`config.mk`:
```
export PLATFORM = sky130hd
export DESIGN_NAME = mmac_seq_flat
export DESIGN_NICKNAME = d
export VERILOG_FILES = /design/src/rtl/mmac_pkg.sv /design/src/rtl/mmac_seq_if.sv /design/src/rtl/mmac_pe.sv /design/src/rtl/mmac_seq.sv /design/src/flat_wrapper.sv
export SDC_FILE = /design/constraint.sdc
export NUM_CORES = 1
export LEC_CHECK = 0
export ABC_AREA = 1
export CAP_MARGIN = 20
export CORE_UTILIZATION = 40
export CTS_CLUSTER_SIZE = 8
export DETAILED_ROUTE_END_ITERATION = 8
export HOLD_SLACK_MARGIN = 0.15
export PLACE_DENSITY_LB_ADDON = 0.15
export SKIP_LAST_GASP = 1
export SLEW_MARGIN = 20
export SYNTH_ARGS = -nofsm -noshare
export SYNTH_HDL_FRONTEND = slang
export SYNTH_HIERARCHICAL = 1
export SYNTH_SLANG_ARGS = --single-unit
```
`constraint.sdc`:
```
create_clock -name clk -period 5.57 [get_ports clk]
set_input_delay 1.671 -clock clk [delete_from_list [all_inputs] [get_ports clk]]
set_output_delay 1.671 -clock clk [all_outputs]
set_load 0.005 [all_outputs]
```
`src/rtl/mmac_pkg.sv`:
```
// Shared parameters, state encoding and buffer indexing for the 4x4 matrix MAC sequencer.
package mmac_pkg;

  localparam int M_SIZE         = 4;
  localparam int VAR_WIDTH      = 4;
  localparam int DATA_WIDTH     = 16;
  localparam int IDX_WIDTH      = $clog2(M_SIZE);
  localparam int N_ELEM         = M_SIZE * M_SIZE;
  localparam int LOAD_BEATS     = 2 * N_ELEM;
  localparam int LOAD_CNT_WIDTH = $clog2(LOAD_BEATS) + 1;
  localparam int ACC_WIDTH      = DATA_WIDTH;
  localparam int BUF_AW         = $clog2(N_ELEM);

  typedef enum logic [1:0] {
    IDLE = 2'd0,
    LOAD = 2'd1,
    COMP = 2'd2,
    OUT  = 2'd3
  } mmac_state_t;

  // Row-major position of element [r][c] inside a flat operand buffer.
  function automatic logic [BUF_AW-1:0] flat_idx(input logic [IDX_WIDTH-1:0] r,
                                                 input logic [IDX_WIDTH-1:0] c);
    return BUF_AW'(r) * BUF_AW'(M_SIZE) + BUF_AW'(c);
  endfunction

endpackage

```
`src/rtl/mmac_seq_if.sv`:
```
// Operand-in / result-out streaming bus of the matrix MAC sequencer.
// Both directions: a beat transfers on a rising edge where valid && ready; the
// sender keeps valid and data stable until that edge, ready never waits on valid.
interface mmac_seq_if;
  import mmac_pkg::*;

  logic                  in_valid;
  logic                  in_ready;
  logic [VAR_WIDTH-1:0]  in_data;
  logic                  out_valid;
  logic                  out_ready;
  logic [DATA_WIDTH-1:0] out_data;
  logic                  out_last;

  modport master (
    output in_valid, in_data, out_ready,
    input  in_ready, out_valid, out_data, out_last
  );

  modport slave (
    input  in_valid, in_data, out_ready,
    output in_ready, out_valid, out_data, out_last
  );

endinterface

```
`src/rtl/mmac_pe.sv`:
```
// Single multiply-accumulate slice; o_acc is the running sum including this cycle's product.
module mmac_pe
  import mmac_pkg::*;
(
  input  logic                 clk,
  input  logic                 rst_n,
  input  logic                 i_clr,
  input  logic                 i_en,
  input  logic [VAR_WIDTH-1:0] i_a,
  input  logic [VAR_WIDTH-1:0] i_b,
  output logic [ACC_WIDTH-1:0] o_acc
);

  logic [2*VAR_WIDTH-1:0] w_prod;
  logic [ACC_WIDTH-1:0]   w_base;
  logic [ACC_WIDTH-1:0]   r_acc;

  assign w_prod = {{VAR_WIDTH{1'b0}}, i_a} * {{VAR_WIDTH{1'b0}}, i_b};
  // Clearing loads the product directly, so the first term needs no extra cycle.
  assign w_base = i_clr ? '0 : r_acc;
  assign o_acc  = w_base + ACC_WIDTH'(w_prod);

  always_ff @(posedge clk or negedge rst_n) begin
    if (!rst_n) begin
      r_acc <= '0;
    end else if (i_en) begin
      r_acc <= o_acc;
    end
  end

endmodule

```
`src/rtl/mmac_seq.sv`:
```
// Loads A and B, walks the i/j/k loop nest of C = A*B through one MAC slice and
// streams the C elements out row-major; all outputs come straight from flops.
module mmac_seq
  import mmac_pkg::*;
(
  input  logic        clk,
  input  logic        rst_n,
  input  logic        start,
  mmac_seq_if.slave   bus,
  output logic        busy,
  output logic        done,
  output mmac_state_t o_state
);

  mmac_state_t               r_state;
  mmac_state_t               w_next_state;
  logic [LOAD_CNT_WIDTH-1:0] r_load_cnt;
  logic [IDX_WIDTH-1:0]      r_i;
  logic [IDX_WIDTH-1:0]      r_j;
  logic [IDX_WIDTH-1:0]      r_k;
  logic [VAR_WIDTH-1:0]      r_a_buf [N_ELEM];
  logic [VAR_WIDTH-1:0]      r_b_buf [N_ELEM];
  logic                      r_in_ready;
  logic                      r_out_valid;
  logic                      r_out_last;
  logic [DATA_WIDTH-1:0]     r_out_data;
  logic                      r_busy;
  logic                      r_done;

  logic                      w_start_job;
  logic                      w_load_beat;
  logic                      w_pe_en;
  logic                      w_out_hs;
  logic                      w_load_last;
  logic                      w_k_last;
  logic                      w_j_last;
  logic                      w_last_elem;
  logic                      w_load_to_a;
  logic [BUF_AW-1:0]         w_buf_addr;
  logic [VAR_WIDTH-1:0]      w_a_op;
  logic [VAR_WIDTH-1:0]      w_b_op;
  logic [ACC_WIDTH-1:0]      w_acc;

  // FSM state register
  always_ff @(posedge clk or negedge rst_n) begin
    if (!rst_n) begin
      r_state <= IDLE;
    end else begin
      r_state <= w_next_state;
    end
  end

  // FSM next-state logic
  always_comb begin
    w_next_state = r_state;
    case (r_state)
      IDLE: if (w_start_job) w_next_state = LOAD;
      LOAD: if (w_load_beat && w_load_last) w_next_state = COMP;
      COMP: if (w_k_last) w_next_state = OUT;
      OUT:  if (w_out_hs) w_next_state = w_last_elem ? IDLE : COMP;
      default: w_next_state = IDLE;
    endcase
  end

  // FSM per-state control strobes
  always_comb begin
    w_start_job = 1'b0;
    w_load_beat = 1'b0;
    w_pe_en     = 1'b0;
    w_out_hs    = 1'b0;
    case (r_state)
      IDLE: w_start_job = start;
      LOAD: w_load_beat = bus.in_valid && r_in_ready;
      COMP: w_pe_en     = 1'b1;
      OUT:  w_out_hs    = bus.out_ready && r_out_valid;
      default: ;
    endcase
  end

  assign w_load_last = (r_load_cnt == LOAD_CNT_WIDTH'(LOAD_BEATS - 1));
  assign w_k_last    = (r_k == IDX_WIDTH'(M_SIZE - 1));
  assign w_j_last    = (r_j == IDX_WIDTH'(M_SIZE - 1));
  assign w_last_elem = w_j_last && (r_i == IDX_WIDTH'(M_SIZE - 1));

  // The first N_ELEM beats fill A, the rest fill B, each row-major.
  assign w_load_to_a = (r_load_cnt < LOAD_CNT_WIDTH'(N_ELEM));
  assign w_buf_addr  = w_load_to_a ? BUF_AW'(r_load_cnt)
                                   : BUF_AW'(r_load_cnt - LOAD_CNT_WIDTH'(N_ELEM));

  always_ff @(posedge clk or negedge rst_n) begin
    if (!rst_n) begin
      for (int n = 0; n < N_ELEM; n++) begin
        r_a_buf[n] <= '0;
        r_b_buf[n] <= '0;
      end
    end else if (w_load_beat) begin
      if (w_load_to_a) begin
        r_a_buf[w_buf_addr] <= bus.in_data;
      end else begin
        r_b_buf[w_buf_addr] <= bus.in_data;
      end
    end
  end

  assign w_a_op = r_a_buf[flat_idx(r_i, r_k)];
  assign w_b_op = r_b_buf[flat_idx(r_k, r_j)];

  mmac_pe u_pe (
    .clk   (clk),
    .rst_n (rst_n),
    .i_clr (r_k == '0),
    .i_en  (w_pe_en),
    .i_a   (w_a_op),
    .i_b   (w_b_op),
    .o_acc (w_acc)
  );

  // Loop counters: k runs inside COMP, (i,j) advance on each accepted result.
  always_ff @(posedge clk or negedge rst_n) begin
    if (!rst_n) begin
      r_load_cnt <= '0;
      r_i        <= '0;
      r_j        <= '0;
      r_k        <= '0;
    end else begin
      if (w_start_job) begin
        r_load_cnt <= '0;
        r_i        <= '0;
        r_j        <= '0;
        r_k        <= '0;
      end
      if (w_load_beat) begin
        r_load_cnt <= r_load_cnt + LOAD_CNT_WIDTH'(1);
      end
      if (w_pe_en) begin
        r_k <= w_k_last ? '0 : r_k + IDX_WIDTH'(1);
      end
      if (w_out_hs) begin
        r_j <= w_j_last ? '0 : r_j + IDX_WIDTH'(1);
        if (w_j_last) begin
          r_i <= r_i + IDX_WIDTH'(1);
        end
      end
    end
  end

  always_ff @(posedge clk or negedge rst_n) begin
    if (!rst_n) begin
      r_in_ready  <= 1'b0;
      r_out_valid <= 1'b0;
      r_out_last  <= 1'b0;
      r_out_data  <= '0;
      r_busy      <= 1'b0;
      r_done      <= 1'b0;
    end else begin
      r_in_ready  <= (w_next_state == LOAD);
      r_out_valid <= (w_next_state == OUT);
      r_out_last  <= (w_next_state == OUT) && w_last_elem;
      r_busy      <= (w_next_state != IDLE);
      r_done      <= w_out_hs && w_last_elem;
      if (w_pe_en && w_k_last) begin
        r_out_data <= DATA_WIDTH'(w_acc);
      end
    end
  end

  assign bus.in_ready  = r_in_ready;
  assign bus.out_valid = r_out_valid;
  assign bus.out_last  = r_out_last;
  assign bus.out_data  = r_out_data;
  assign busy          = r_busy;
  assign done          = r_done;
  assign o_state       = r_state;

endmodule

```
`src/flat_wrapper.sv`:
```
// flat-port wrapper written by rule: the top's interface ports become plain ports
module mmac_seq_flat import mmac_pkg::*;
  (clk, rst_n, start, busy, done, o_state, bus_in_valid, bus_in_data, bus_out_ready, bus_in_ready, bus_out_valid, bus_out_data, bus_out_last);
  mmac_seq_if bus_i ();
  input  logic clk;
  input  logic rst_n;
  input  logic start;
  output logic busy;
  output logic done;
  output mmac_state_t o_state;
  input wire logic [$bits(bus_i.in_valid)-1:0] bus_in_valid;
  input wire logic [$bits(bus_i.in_data)-1:0] bus_in_data;
  input wire logic [$bits(bus_i.out_ready)-1:0] bus_out_ready;
  output wire logic [$bits(bus_i.in_ready)-1:0] bus_in_ready;
  output wire logic [$bits(bus_i.out_valid)-1:0] bus_out_valid;
  output wire logic [$bits(bus_i.out_data)-1:0] bus_out_data;
  output wire logic [$bits(bus_i.out_last)-1:0] bus_out_last;
  assign bus_i.in_valid = bus_in_valid;
  assign bus_i.in_data = bus_in_data;
  assign bus_i.out_ready = bus_out_ready;
  assign bus_in_ready = bus_i.in_ready;
  assign bus_out_valid = bus_i.out_valid;
  assign bus_out_data = bus_i.out_data;
  assign bus_out_last = bus_i.out_last;
  mmac_seq u_core (.clk(clk), .rst_n(rst_n), .start(start), .bus(bus_i), .busy(busy), .done(done), .o_state(o_state));
endmodule
```
; ---- After elaboration in Yosys (flattened, before gate mapping)
; Cells that the tools add are included.
; W data, S select, Z words.
[classes]
order_cmp = 5
n_reduce_logical = 16
addsub = 8
n_eq_ne = 9
n_mux = 32
n_div = 0
bitwise_logic = 4
mul = 1
shift = 0
[ops]
columns = cell, n
row1 = $bwmux W64, 2
row2 = $bmux W4 S4, 2
row3 = $mux W2, 13
row4 = $mux W4, 6
row5 = $add A16 B8 Y16, 1
row6 = $demux W4 S4, 1
row7 = $mux W16, 1
row8 = $ge A5 B5 Y1 const B, 3
row9 = $not A4 Y5, 3
row10 = $eq A2 B2 Y1 const B, 6
row11 = $mux W6, 2
row12 = $add A4 B2 Y4, 2
row13 = $logic_and A1 B1 Y1, 8
row14 = $mul A4 B4 Y8, 1
row15 = $pmux W2 S4, 1
row16 = $reduce_bool A2 Y1, 4
row17 = $add A2 B1 Y2 const B, 3
row18 = $add A6 B1 Y6 const B, 1
row19 = $eq A6 B5 Y1 const B, 1
row20 = $lt A6 B5 Y1 const B, 1
row21 = $lt A5 B1 Y1 const B, 1
row22 = $eq A2 B1 Y1 const B, 2
row23 = $logic_not A2 Y1, 2
row24 = $mux W1, 4
row25 = 3 further kinds, 4
[word_totals]
rom_bits = 0
in_bits = 9
latchBits = 0
memories = 0
wordCells = 119
ram_bits = 0
output_inout_bits = 23
reg_bits = 179

; ---- Logic depth before layout (Yosys ltp)
; Gate-level depths: netlist of the first run.
[logic_depth]
depth_word = 8
ltp_mapped = 25
ltp_nobuf = 24

; ---- By module
; The synthesis of the first run kept the hierarchy.
[modules_own_cells]
columns = mod, n_inst, area_each_um2, seq_area_each_um2, cells_per_inst
row1 = mmac_seq, 1, 7543.5, 4078.9, 882
row2 = mmac_pe, 1, 1838.0, 400.4, 279

; ---- Least setup slack after synthesis of the first run
; OpenSTA, ideal clock, no wires.
[synth_timing]
kind = register to register
start = register u_core.r_k[1]
end = register u_core.r_out_data[6], in the netlist u_core/bus.out_data[6]
stages_incl_launch_ff = 21
t_arrival_ns = 4.178
path_slack_ns = 1.267
t_required_ns = 5.445
setup_time_ns = 0.125
n_path_buf = 1
period_less_slack_ns = 4.303
cell_sequence = dfrtp_1 > clkinv_1 > clkbuf_1 > nor2_1 > o21ai_0 > nand3_1 > nand3_1 > nand2_1 > nand2_1 > fa_1 > fa_1 > fa_1 > inv_1 > ha_1 > nand2_1 > nand2_1 > nand2_1 > nand3_1 > or2_1 > and2_1 > mux2_2
[synth_between]
elab_chain_len = 7
word_cells_on_any_way = 16
classes_between = add/sub: 3 / mul: 1 / eq/ne: 1 / mux: 7 / bitwise: 2 / reduce/logical: 2
[synth_rtl]
columns = item, line_no
row1 = start: declaration, mmac_seq.sv:20  ; logic [IDX_WIDTH-1:0] r_k;
row2 = start signal: assignment, mmac_seq.sv:136  ; r_k <= w_k_last ? '0 : r_k + IDX_WIDTH'(1);
row3 = $add A4 B2 Y4, mmac_pkg.sv:24  ; return BUF_AW'(r) * BUF_AW'(M_SIZE) + BUF_AW'(c);
row4 = $not A4 Y5 (implied by the code), mmac_seq.sv:105  ; assign w_a_op = r_a_buf[flat_idx(r_i, r_k)];
row5 = $bmux W4 S4, mmac_seq.sv:105
row6 = $mux W4 (implied by the code) (2 in a row), mmac_seq.sv:105
row7 = named net u_core.w_a_op[0], mmac_seq.sv:40  ; logic [VAR_WIDTH-1:0] w_a_op;
row8 = $mul A4 B4 Y8, mmac_pe.sv:18  ; assign w_prod = {{VAR_WIDTH{1'b0}}, i_a} * {{VAR_WIDTH{1'b0}}, i_b};
row9 = $add A16 B8 Y16, mmac_pe.sv:21  ; assign o_acc = w_base + ACC_WIDTH'(w_prod);
row10 = named net u_core.w_acc[6], mmac_seq.sv:42  ; logic [ACC_WIDTH-1:0] w_acc;
row11 = end signal: assignment, mmac_seq.sv:162  ; r_out_data <= DATA_WIDTH'(w_acc);
row12 = end: declaration, mmac_seq.sv:26  ; logic [DATA_WIDTH-1:0] r_out_data;
; The timed path passes the listed nets, and every way through them passes these cells. The select of a mux whose other input is x is not followed.
; A chain may end at the register's enable or synchronous reset.

; ---- Worst setup path after layout of the first run
[layout_timing]
start = register u_core.r_j[0]
end = register u_core.r_out_data[6], in the netlist u_core/bus.out_data[6]
[layout_between]
elab_chain_len = 7
[layout_rtl]
columns = item, line_no
row1 = start: declaration, mmac_seq.sv:19  ; logic [IDX_WIDTH-1:0] r_j;
row2 = start signal: assignment, mmac_seq.sv:139  ; r_j <= w_j_last ? '0 : r_j + IDX_WIDTH'(1);
row3 = $add A4 B2 Y4, mmac_pkg.sv:24
row4 = $not A4 Y5 (implied by the code), mmac_seq.sv:106  ; assign w_b_op = r_b_buf[flat_idx(r_k, r_j)];
row5 = $bmux W4 S4, mmac_seq.sv:106
row6 = $mux W4 (implied by the code) (2 in a row), mmac_seq.sv:106
row7 = named net u_core.w_b_op[3], mmac_seq.sv:41  ; logic [VAR_WIDTH-1:0] w_b_op;
row8 = $mul A4 B4 Y8, mmac_pe.sv:18
row9 = $add A16 B8 Y16, mmac_pe.sv:21
row10 = named net u_core.w_acc[6], mmac_seq.sv:42
; The timed path passes the listed nets, and every way through them passes these cells. The select of a mux whose other input is x is not followed.

==> impl_metrics.py, run 1 <==
metrics = {
    "outcome": {
        "status": "finished clean",
    },
    "synthesis": {
        "postSynth.topFlopCell": "sky130_fd_sc_hd__dfrtp_1",
        "synth_top_cells_by_area": "sky130_fd_sc_hd__dfrtp_1 48%, sky130_fd_sc_hd__nand2_1 14%, sky130_fd_sc_hd__o21ai_0 7.1%, sky130_fd_sc_hd__nand3_1 4.5%, sky130_fd_sc_hd__inv_1 4.4%",
        "synth_seq_area_share_pct": 47.75,
        "asyncSetResetFlopFracSynth_pct": 100.0,
        "ys_seq_elements": 179,
        "synthesis.area_per_instance_um2": 8.081,
        "leading_area_contributor_after_synthesis": "sky130_fd_sc_hd__dfrtp_1",
        "yosys-top-cells-count": "342 x sky130_fd_sc_hd__nand2_1, 179 x sky130_fd_sc_hd__dfrtp_1, 134 x sky130_fd_sc_hd__o21ai_0, 109 x sky130_fd_sc_hd__inv_1, 100 x sky130_fd_sc_hd__nor2_1",
        "yosysTopAreaCellShare_pct": 47.75,
        "postSynthCellCount": 1161,
        "yosysMostFrequentCell": "sky130_fd_sc_hd__nand2_1",
        "netlist_area_um2": 9381,
        "yosys_warnings": 6,
        "post_synth_num_cell_types": 36,
        "number_of_nets_in_the_synthesized_netlist": 1205,
        "synth_edf_count": 0,
    },
    "detailed_routing": {
        "detail_route.iter0.violations": 484,
        "routed_wl_um": 23100,
        "drc": 0,
        "vias": 7523,
        "ant_nets": 0,
        "drt-wirelength-per-cell_um": 15.27,
        "vias_per_cell": 4.972,
        "initial_drt_pass_iterations": 7,
    },
    "place": {
        "port_buffers": 31,
        "placement.setup.worst_slack_ns": 0.7484,
        "place_congestion": 0.8593,
        "place_hpwl_um": 15790,
        "placement.cell_area_um2": 10060,
    },
    "worst_setup_path": {
        "crit_required_ns": 5.89,
        "rr_endpoint": "u_core/bus.out_data[6]$_DFFE_PN0P_",
        "r2r_cells": 20,
        "critical_path.startpoint_type": "flip-flop",
        "worst-r2r-setup-slack_ns": 0.73,
        "worstSetupStartpoint": "u_core/r_j[0]$_DFFE_PN0P_",
        "critPathCaptureType": "flip-flop",
        "startpoint_of_the_most_critical_register_to_register_path": "u_core/r_j[0]$_DFFE_PN0P_",
        "highest_net_fanout_along_the_worst_path": 18,
        "timing.critical_path.arrival_ns": 5.17,
        "timing_worst_setup_path_type": "flip-flop to flip-flop",
    },
    "floorplanning": {
        "die_h_um": 155.1,
        "core_area_um2": 22850,
        "rows": 55,
        "dieArea_um2": 24070,
        "initial_core_util_pct": 41.06,
        "design.portCount": 32,
        "die_w_um": 155.1,
    },
    "timing": {
        "postLayoutSetupSlackWorst_ns": 0.7258,
        "final_min_period_over_clock_period_pct": 86.97,
        "worstMarginPinSlew_ns": 1.027,
        "finalSetupTns_ns": 0,
        "finish_stage_setup_viols": 0,
        "report.final.hold_viol_count": 0,
        "slew_violations": 0,
        "post-route-min-period_ns": 4.844,
        "timing.fmax_ghz": 0.2064,
        "rsz0062_at_grt": "no",
        "clock-skew-final_ns": 0.01436,
        "maxSlewHeadroom_pct": 31.48,
    },
    "clock_tree": {
        "post_cts_resized": 0,
        "cts_root_buf": "sky130_fd_sc_hd__clkbuf_16",
        "cts_max_path_bufs": 2,
        "cts_setup_buffers": 0,
        "num_cts_buffers": 17,
        "cts_max_level": 4,
        "cts.clk_slew.worst_paths_ns": 0.07,
        "ctsHoldBuffers": 0,
        "clk_latency_ns": 0.44,
        "tritoncts": "done",
        "cts.sink_count": 179,
    },
    "final_layout": {
        "final_design_area_no_fill_um2": 10610,
        "num-fill-cells": 2313,
        "antenna_diode_count": 0,
        "nNetsFinal": 1231,
        "area_growth_syn_to_layout_pct": 13.14,
        "drive_gt1_share_pct": 8.083,
    },
    "power": {
        "ir_drop_mv": 0.1828,
        "p_per_area_nw_per_um2": 446.4,
        "static-leakage-power_uw": 0.005153,
    },
    "global_routing": {
        "first_global_vias": 7169,
        "grt.overflow.total": 0,
        "globalRouteTotalUtil_pct": 20.45,
        "antenna_violations_before_repair": 0,
        "grt_first_pass_wirelength_um": 38250,
        "grt_max_degree": 114,
    },
    "hold_path": {
        "holdCritPathClass": "flip-flop to flip-flop",
        "hold-path-endpoint": "u_core/u_pe/r_acc[2]$_DFFE_PN0P_",
        "holdCritStartpoint": "u_core/u_pe/r_acc[2]$_DFFE_PN0P_",
        "min_delay_path_depth": 2,
    },
    "flow_run": {
        "cap_violations": 0,
    },
}
-- power breakdown --
part | total (uW) | internal (uW) | leakage (uW) | switching (uW)
logic | 1740 | 641 | 0.00246 | 1100
clock network | 1150 | 622 | 0.000278 | 527
registers | 1850 | 1630 | 0.00242 | 216
-- worst max-delay path, stage by stage (launching register included) --
cell and delay, ns:
sky130_fd_sc_hd__dfrtp_1 0.49, sky130_fd_sc_hd__inv_1 0.47, sky130_fd_sc_hd__nand2_1 0.10, sky130_fd_sc_hd__nand2_1 0.08
sky130_fd_sc_hd__nand2_1 0.06, sky130_fd_sc_hd__nand3_1 0.12, sky130_fd_sc_hd__nand3_1 0.10, sky130_fd_sc_hd__nand2_1 0.18
sky130_fd_sc_hd__nand2_1 0.11, sky130_fd_sc_hd__fa_1 0.51, sky130_fd_sc_hd__fa_1 0.52, sky130_fd_sc_hd__fa_1 0.54
sky130_fd_sc_hd__inv_1 0.04, sky130_fd_sc_hd__ha_1 0.35, sky130_fd_sc_hd__nand2_1 0.12, sky130_fd_sc_hd__nand2_1 0.06
sky130_fd_sc_hd__nand2_1 0.05, sky130_fd_sc_hd__nand3_1 0.18, sky130_fd_sc_hd__or2_1 0.27, sky130_fd_sc_hd__and2_1 0.13
sky130_fd_sc_hd__mux2_2 0.25
-- kinds of logic (layout without fill, tap and decap cells) --
kind of cell | count (synthesis) | after routing | synth area share, %
simple gates | 564 | 564 | 25.73
buf+inv | 154 | 193 | 6.602
mux | 16 | 16 | 1.920
xor+xnor | 5 | 5 | 0.4668
fa+ha+maj | 35 | 35 | 5.388
compound gates | 208 | 208 | 12.15
flops | 179 | 179 | 47.75
-- layer usage --
metal,up-vias,wire [um],global-route usage [%]
met3,21,706,2.618
met5,-,0,0
met4,0,286,6.176
met2,129,10340,32.05
li1,3798,-,-
met1,3575,11760,29.44
-- layout by cell type, fill, tap and decap left out, types with 4 or more instances in the layout --
master and count:
sky130_fd_sc_hd__and2_1 8, sky130_fd_sc_hd__buf_4 13, sky130_fd_sc_hd__clkbuf_16 17, sky130_fd_sc_hd__clkbuf_8 4, sky130_fd_sc_hd__clkdlybuf4s50_1 30, sky130_fd_sc_hd__clkinv_2 4
sky130_fd_sc_hd__dfrtp_1 179, sky130_fd_sc_hd__fa_1 9, sky130_fd_sc_hd__ha_1 26, sky130_fd_sc_hd__inv_1 108, sky130_fd_sc_hd__mux2_2 16, sky130_fd_sc_hd__nand2_1 342
sky130_fd_sc_hd__nand2_4 10, sky130_fd_sc_hd__nand3_1 85, sky130_fd_sc_hd__nor2_1 100, sky130_fd_sc_hd__nor2_2 4, sky130_fd_sc_hd__o211ai_1 29, sky130_fd_sc_hd__o21ai_0 134
sky130_fd_sc_hd__o21ai_1 35, sky130_fd_sc_hd__o21ai_2 6, sky130_fd_sc_hd__xor2_1 5
-- layout make-up --
| cell class | instances | area (um2) | share of cell area, % |
|---|---|---|---|
| Timing Repair Buffer | 47 | 469.2 | 4.421 |
| Tap cell | 313 | 391.6 | 3.690 |
| Inverter | 114 | 432.9 | 4.079 |
| Multi-Input combinational cell | 828 | 4283 | 40.35 |
| Sequential cell | 179 | 4479 | 42.20 |
| Clock buffer | 22 | 484.2 | 4.562 |
| Clock inverter | 10 | 73.82 | 0.6955 |
-- how the worst max path moves through the flow --
stage	end	depth (start not counted)
2_1_floorplan	u_core/bus.out_data[6]$_DFFE_PN0P_	20
5_1_grt	u_core/bus.out_data[10]$_DFFE_PN0P_	21
3_3_place_gp	u_core/bus.out_data[6]$_DFFE_PN0P_	20
3_5_place_dp	u_core/bus.out_data[6]$_DFFE_PN0P_	20
4_1_cts	u_core/bus.out_data[6]$_DFFE_PN0P_	20
6_report	u_core/bus.out_data[6]$_DFFE_PN0P_	20
-- sequential cells by signal, indices dropped and copies added (netlist names), 2 cells and up --
register             flops
u_core/r_load_cnt        6
u_core/r_a_buf          64
u_core/u_pe/r_acc       16
u_core/bus.out_data     16
u_core/r_j               2
u_core/r_b_buf          64
u_core/r_i               2
u_core/o_state           2
u_core/r_k               2
-- through the flow --
| step | hold slack [ns] | std cells | power [uW] | util, % |
|---|---|---|---|---|
| floorplan | 0.4422 | 1161 | 3100 | - |
| global placement | 0.4584 | 1481 | 3594 | 44.01 |
| detailed placement | 0.4611 | 1481 | 3618 | 44.01 |
| CTS | 0.4767 | 1513 | 4783 | 46.46 |
| global route | 0.5024 | 1513 | 5113 | 46.46 |
| finish | 0.4735 | 1513 | 4738 | 46.46 |
Power figures use the tool's default switching activity.
==> inputs of run 2 (changes only) <==
--- a/config.mk
+++ b/config.mk
@@ -6,12 +6,12 @@
 export NUM_CORES = 1
 export LEC_CHECK = 0
 export ABC_AREA = 1
-export CAP_MARGIN = 20
-export CORE_UTILIZATION = 40
+export CORE_UTILIZATION = 55
 export CTS_CLUSTER_SIZE = 8
 export DETAILED_ROUTE_END_ITERATION = 8
 export HOLD_SLACK_MARGIN = 0.15
 export PLACE_DENSITY_LB_ADDON = 0.15
+export SKIP_CTS_REPAIR_TIMING = 1
 export SKIP_LAST_GASP = 1
 export SLEW_MARGIN = 20
 export SYNTH_ARGS = -nofsm -noshare
==> run 2 against run 1 <==
Net effect:
- count of clock-buffer cells in the layout fell by 3
- critical endpoint unchanged
- die area fell by 27%
- core utilization rose by 17 points
- global-route usage rose by 7.0 points
- critical path type unchanged
- total power rose by 2.1%
- first-iteration DRC count rose by 54%
- combinational power barely moved
- sequential share of layout area rose by 0.42 points
- routed wire length fell by 3.9%
- critical path depth did not move
==> impl_metrics.py, run 2 (synthesized netlist as in run 1, its figures left out) <==
metrics = {
    "final_layout": {
        "nNetsFinal": 1227,
        "num-fill-cells": 1490,
        "largest_registers": "u_core/r_a_buf: 64 flops, u_core/r_b_buf: 64 flops",
        "final_core_utilization_pct": 63.15,
        "final_common_cell": "sky130_fd_sc_hd__nand2_1",
        "area_growth_syn_to_layout_pct": 12.02,
        "antenna_diode_count": 0,
        "drive_gt1_share_pct": 7.860,
        "final_design_area_no_fill_um2": 10510,
        "mostFrequentLayoutCells": "342 x sky130_fd_sc_hd__nand2_1, 179 x sky130_fd_sc_hd__dfrtp_1, 134 x sky130_fd_sc_hd__o21ai_0",
    },
    "worst_setup_path": {
        "critPathCaptureType": "flip-flop",
        "critical_path.slowest_cell": "sky130_fd_sc_hd__fa_1",
        "timing_worst_setup_path_type": "flip-flop to flip-flop",
        "timing.critical_path.buf_inv": 2,
        "cpMostUsedCell": "sky130_fd_sc_hd__nand2_1",
        "critical_path.startpoint_type": "flip-flop",
        "crit_required_ns": 5.89,
        "path_delay_family": "adder cells",
        "path_cells": "buf_4 > nor2_1 > nor2_1 > o21ai_0 > nand3_1 > nand3_1 > nand2_1 > nand2_1 > fa_1 > fa_1 > fa_1 > inv_1 > ha_1 > nand2_1 > nand2_1 > nand2_1 > nand3_1 > or2_1 > and2_1 > mux2_2",
        "highest_net_fanout_along_the_worst_path": 56,
        "timing.critical_path.arrival_ns": 5.08,
        "max_stage_delay_ns": 0.55,
    },
    "timing": {
        "maxSlewHeadroom_pct": 22.26,
        "post-route-min-period_ns": 4.764,
        "timing.fmax_ghz": 0.2099,
        "slew_violations": 0,
        "finalSetupTns_ns": 0,
        "final_min_period_over_clock_period_pct": 85.52,
        "clock-skew-final_ns": 0.008927,
        "worstMarginPinSlew_ns": 1.165,
        "finish_stage_setup_viols": 0,
        "report.final.hold_viol_count": 0,
        "rsz0062_at_grt": "no",
    },
    "detailed_routing": {
        "initial_drt_pass_iterations": 5,
        "vias": 7659,
        "ant_nets": 0,
        "detail_route.iter0.violations": 743,
        "routed_wl_um": 22210,
        "vias_per_cell": 5.409,
        "drc": 0,
        "drt-wirelength-per-cell_um": 15.68,
    },
    "floorplanning": {
        "dieArea_um2": 17580,
        "initial_core_util_pct": 56.37,
        "core_area_um2": 16640,
        "die_w_um": 132.6,
        "rows": 47,
        "die_h_um": 132.6,
        "design.portCount": 32,
    },
    "power": {
        "static-leakage-power_uw": 0.005152,
        "p_sw_uw": 1845,
        "ir_drop_mv": 0.2786,
        "p_per_area_nw_per_um2": 460.2,
        "pwr-share-comb_pct": 35.8,
        "intPower_uw": 2991,
        "pwr-share-seq_pct": 38.0,
        "netSwitchingFraction_pct": 38.15,
        "power.share.clock_pct": 26.2,
    },
    "hold_path": {
        "holdCritPathClass": "flip-flop to flip-flop",
    },
    "clock_tree": {
        "cts_max_path_bufs": 2,
        "tritoncts": "done",
        "cts_root_buf": "sky130_fd_sc_hd__clkbuf_16",
        "cts.sink_count": 179,
        "clk_latency_ns": 0.43,
        "num_cts_buffers": 17,
        "cts_max_level": 4,
        "cts.clk_slew.worst_paths_ns": 0.07,
    },
    "global_routing": {
        "grt.overflow.total": 0,
        "grt_max_degree": 103,
        "grt_first_pass_wirelength_um": 37610,
        "first_global_vias": 7281,
        "globalRouteTotalUtil_pct": 27.41,
        "antenna_violations_before_repair": 0,
    },
    "place": {
        "port_buffers": 31,
        "place_hpwl_um": 15000,
        "placement.cell_area_um2": 9884,
        "place_congestion": 0.8977,
    },
    "outcome": {
        "status": "finished clean",
    },
    "flow_run": {
        "cap_violations": 0,
    },
}
## run 2: changes by cell type in the layout (fill, tap and decap cells not counted), moves of 2 or more
cell                        delta
sky130_fd_sc_hd__buf_4         -2
sky130_fd_sc_hd__bufinv_16     +3
sky130_fd_sc_hd__buf_12        -2
sky130_fd_sc_hd__inv_6         +3
sky130_fd_sc_hd__clkinv_2      -2
sky130_fd_sc_hd__clkbuf_8      -2
## run 2: final cells by class
type,instances,area [um2],area share (%)
Sequential cell,179,4479,42.62
Multi-Input combinational cell,828,4283,40.75
Clock buffer,19,452.9,4.310
Inverter,114,432.9,4.120
Timing Repair Buffer,43,414.1,3.941
Tap cell,220,275.3,2.619
Clock inverter,13,171.4,1.631
## run 2: through the flow
| stage | total power [uW] | std cells | hold WS, ns | setup slack, ns |
|---|---|---|---|---|
| 2_1_floorplan | 3100 | 1161 | 0.4422 | 1.267 |
| 3_3_place_gp | 3544 | 1384 | 0.4595 | 0.8862 |
| 3_5_place_dp | 3574 | 1384 | 0.4638 | 0.8083 |
| 4_1_cts | 4857 | 1416 | 0.4796 | 0.8046 |
| 5_1_grt | 5206 | 1416 | 0.5033 | 0.4944 |
| 6_report | 4836 | 1416 | 0.4781 | 0.8065 |
## run 2: tightest hold or removal path: stages (launching register included)
cell and delay (ns):
sky130_fd_sc_hd__dfrtp_1 0.35, sky130_fd_sc_hd__nand2_1 0.05, sky130_fd_sc_hd__nand2_1 0.05
## run 2: worst paths after layout
kind                                                       start  cells after the start  slack (ns)                                  to
worst min register to register  u_core/u_pe/r_acc[2]$_DFFE_PN0P_                      2        0.48    u_core/u_pe/r_acc[2]$_DFFE_PN0P_
worst min-delay path            u_core/u_pe/r_acc[2]$_DFFE_PN0P_                      2        0.48    u_core/u_pe/r_acc[2]$_DFFE_PN0P_
max in group asynchronous                                  rst_n                      2        3.29      u_core/r_a_buf[27]$_DFFE_PN0P_
worst max register to register         u_core/r_k[0]$_DFFE_PN0P_                     20        0.81  u_core/bus.out_data[6]$_DFFE_PN0P_
worst max-delay path                   u_core/r_k[0]$_DFFE_PN0P_                     20        0.81  u_core/bus.out_data[6]$_DFFE_PN0P_
min in group asynchronous                                  rst_n                      1        1.34      u_core/r_b_buf[40]$_DFFE_PN0P_
## run 2: routing by layer
metal  track usage [%]  share of wire (%)
met5                 0                  0
met3             4.828                5.2
met1             40.56                 48
met2             41.43                 45
met4             7.854                1.5
## run 2: power groups by stage
stage               registers (uW)  logic [uW]  clock network (uW)
global placement              1840        1700                   0
global route                  1880        1980                1350
CTS                           1830        1740                1290
floorplan                     1800        1300                   0
detailed placement            1850        1720                   0
finish                        1840        1730                1270
==> patch, RTL diff (settings of run 2) <==
`VAR_WIDTH`: 4 -> 6.
--- a/src/rtl/mmac_pkg.sv
+++ b/src/rtl/mmac_pkg.sv
@@ -4,3 +4,3 @@
   localparam int M_SIZE         = 4;
-  localparam int VAR_WIDTH      = 4;
+  localparam int VAR_WIDTH      = 6;
   localparam int DATA_WIDTH     = 16;
Interface: changed (resized bus_in_data); port bits go from 32 to 34. No check against the original RTL was run, so the function may have changed too.
==> patch against run 2 <==
Core utilization decreased by 0.62 points. Largest cell class is now multi-input combinational cells. Synthesized area grew 43%. Sequential cell count is 64 higher. Setup slack lost 0.48 ns. Critical path type unchanged. Routed wire length up 44%. Final area is 41% higher. Total power rose by 60%. Count of clock-buffer cells in the layout increased by 19.
==> patch: results (changes against run 2) <==
Async SR Flop Fraction = 100% (unchanged)
Port bufs = 33 (+6.5%)
Post-synth top cells = nand2_1, dfrtp_1, inv_1
Minimum clock period = 5.25 ns (+0.484 ns)
Initial DRC Count = 977 (+31%)
Placement Setup Slack = 0.368 ns (-0.440 ns)
Routed vias/inst = 5.43 (+0.44%)
CP arrival = 5.64 ns (+0.56 ns)
Cts bufs inserted = 36 (+19)
Post-Syn Nets = 1713 (+42%)
Compound-gate portion of the synthesized area = 13.2% (+1.0 points)
GPL Wtd Cong = 0.894 (-0.41%)
Worst hold start = u_core/u_pe/r_acc[12]$_DFFE_PN0P_
Slew HR = 32.3% (+10 points)
R2r setup slk = 0.32 ns (-0.48 ns)
Largest regs = u_core/r_a_buf x96, u_core/r_b_buf x96
Minimum hold slack = 0.476 ns (-0.00187 ns)
Diodes inserted = 0 (unchanged)
Layout Cells excl Fill = 1963 (+39%)
Clk buf depth = 3 (+1)
Initial antenna violation count = 0 (unchanged)
Overall routing resource usage = 27.4% (-0.053 points)
Share of cells above drive strength 1 = 9.43% (+1.6 points)
Placed Cells = 1921 (+39%)
Sequential area share after synthesis = 45.4% (-2.4 points)
Clock Pin Slew Worst Setup and Hold Paths = 0.05 ns (-0.02 ns)
H-tree depth = 2 (-2)
Max FO, Critical Path = 13 (-77%)
First-pass GRT wire length = 53400 um (+42%)
Hold Path Class = reg2reg
Crit path capture = u_core/bus.out_data[13]$_DFFE_PN0P_
Top cells by area, synth = dfrtp_1, nand2_1, inv_1, o21ai_0, fa_1
Clk_lat worst skew = 0.52 ns (+0.09 ns)
Outcome = complete, no violations
Final wirelength = 31900 um (+44%)
Synth unique cells = 39 (+8.3%)
Proportion of synthesized area in mux cells = 1.34% (-0.58 points)
Avg Inst Size Synth = 8.18 um2 (+1.2%)
Peak supply drop = 338 uV (+21%)
Critical Path Max Stage Delay = 0.55 ns (about the same)
FF-to-FF path depth = 23 (+15%)
Fillcell total = 2118 (+42%)
Post-Synth XOR/XNOR Area = 0.458% (-0.0092 points)
Post-DP HPWL = 21600 um (+44%)
Main synth FF type = dfrtp_1
Crit-path leading delay family = adder cells
Hold path endpoint = u_core/u_pe/r_acc[12]$_DFFE_PN0P_
Crit path launch = u_core/r_k[0]$_DFFE_PN0P_
Largest net degree at the start of global routing = 115 (+12%)
Post-synthesis adder-cell area fraction = 7.34% (+2.0 points)
Vias in the first global route = 10.4k (+43%)
Cell count of the worst hold path = 2 (unchanged)
Yosys Warn Count = 6 (unchanged)
Final Skew = 0.0204 ns (+0.0115 ns)
Drt pass-1 iters = 6 (+1)
Root Buffer = clkbuf_16
Leakage = 7.26 nW (+41%)
Post-DP Area = 0.0138 mm2 (+40%)
-- patch: cell types whose count changed after synthesis, moves of 19 or more --
cell,change
buf_6,+21
clkbuf_1,+19
dfrtp_1,+64
inv_1,+60
nand2_1,+129
nor2_1,+21
o21ai_1,+55
o21ai_2,+25
-- patch: layout make-up --
cell class / instances / area (um2) / share of cell area [%]
Clock buffer: 38 / 908 / 6.13
Clock inverter: 4 / 55.1 / 0.372
Inverter: 174 / 664 / 4.49
Multi-Input combinational cell: 1128 / 6110 / 41.2
Sequential cell: 243 / 6080 / 41.1
Tap cell: 319 / 399 / 2.70
Timing Repair Buffer: 57 / 591 / 3.99
-- patch: power by group --
part / internal [mW] / switching (mW)
sequential: 2.25 / 0.286
combinational: 1.20 / 2.10
clock: 1.15 / 0.754
-- patch: routing by layer --
metal / vias to the layer above / wire length, um / GRT usage [%]
li1: 5207 / - / -
met1: 5094 / 14700 / 38.5
met2: 314 / 14600 / 43.8
met3: 49 / 1980 / 4.22
met4: 0 / 661 / 7.69
met5: - / 0 / 0
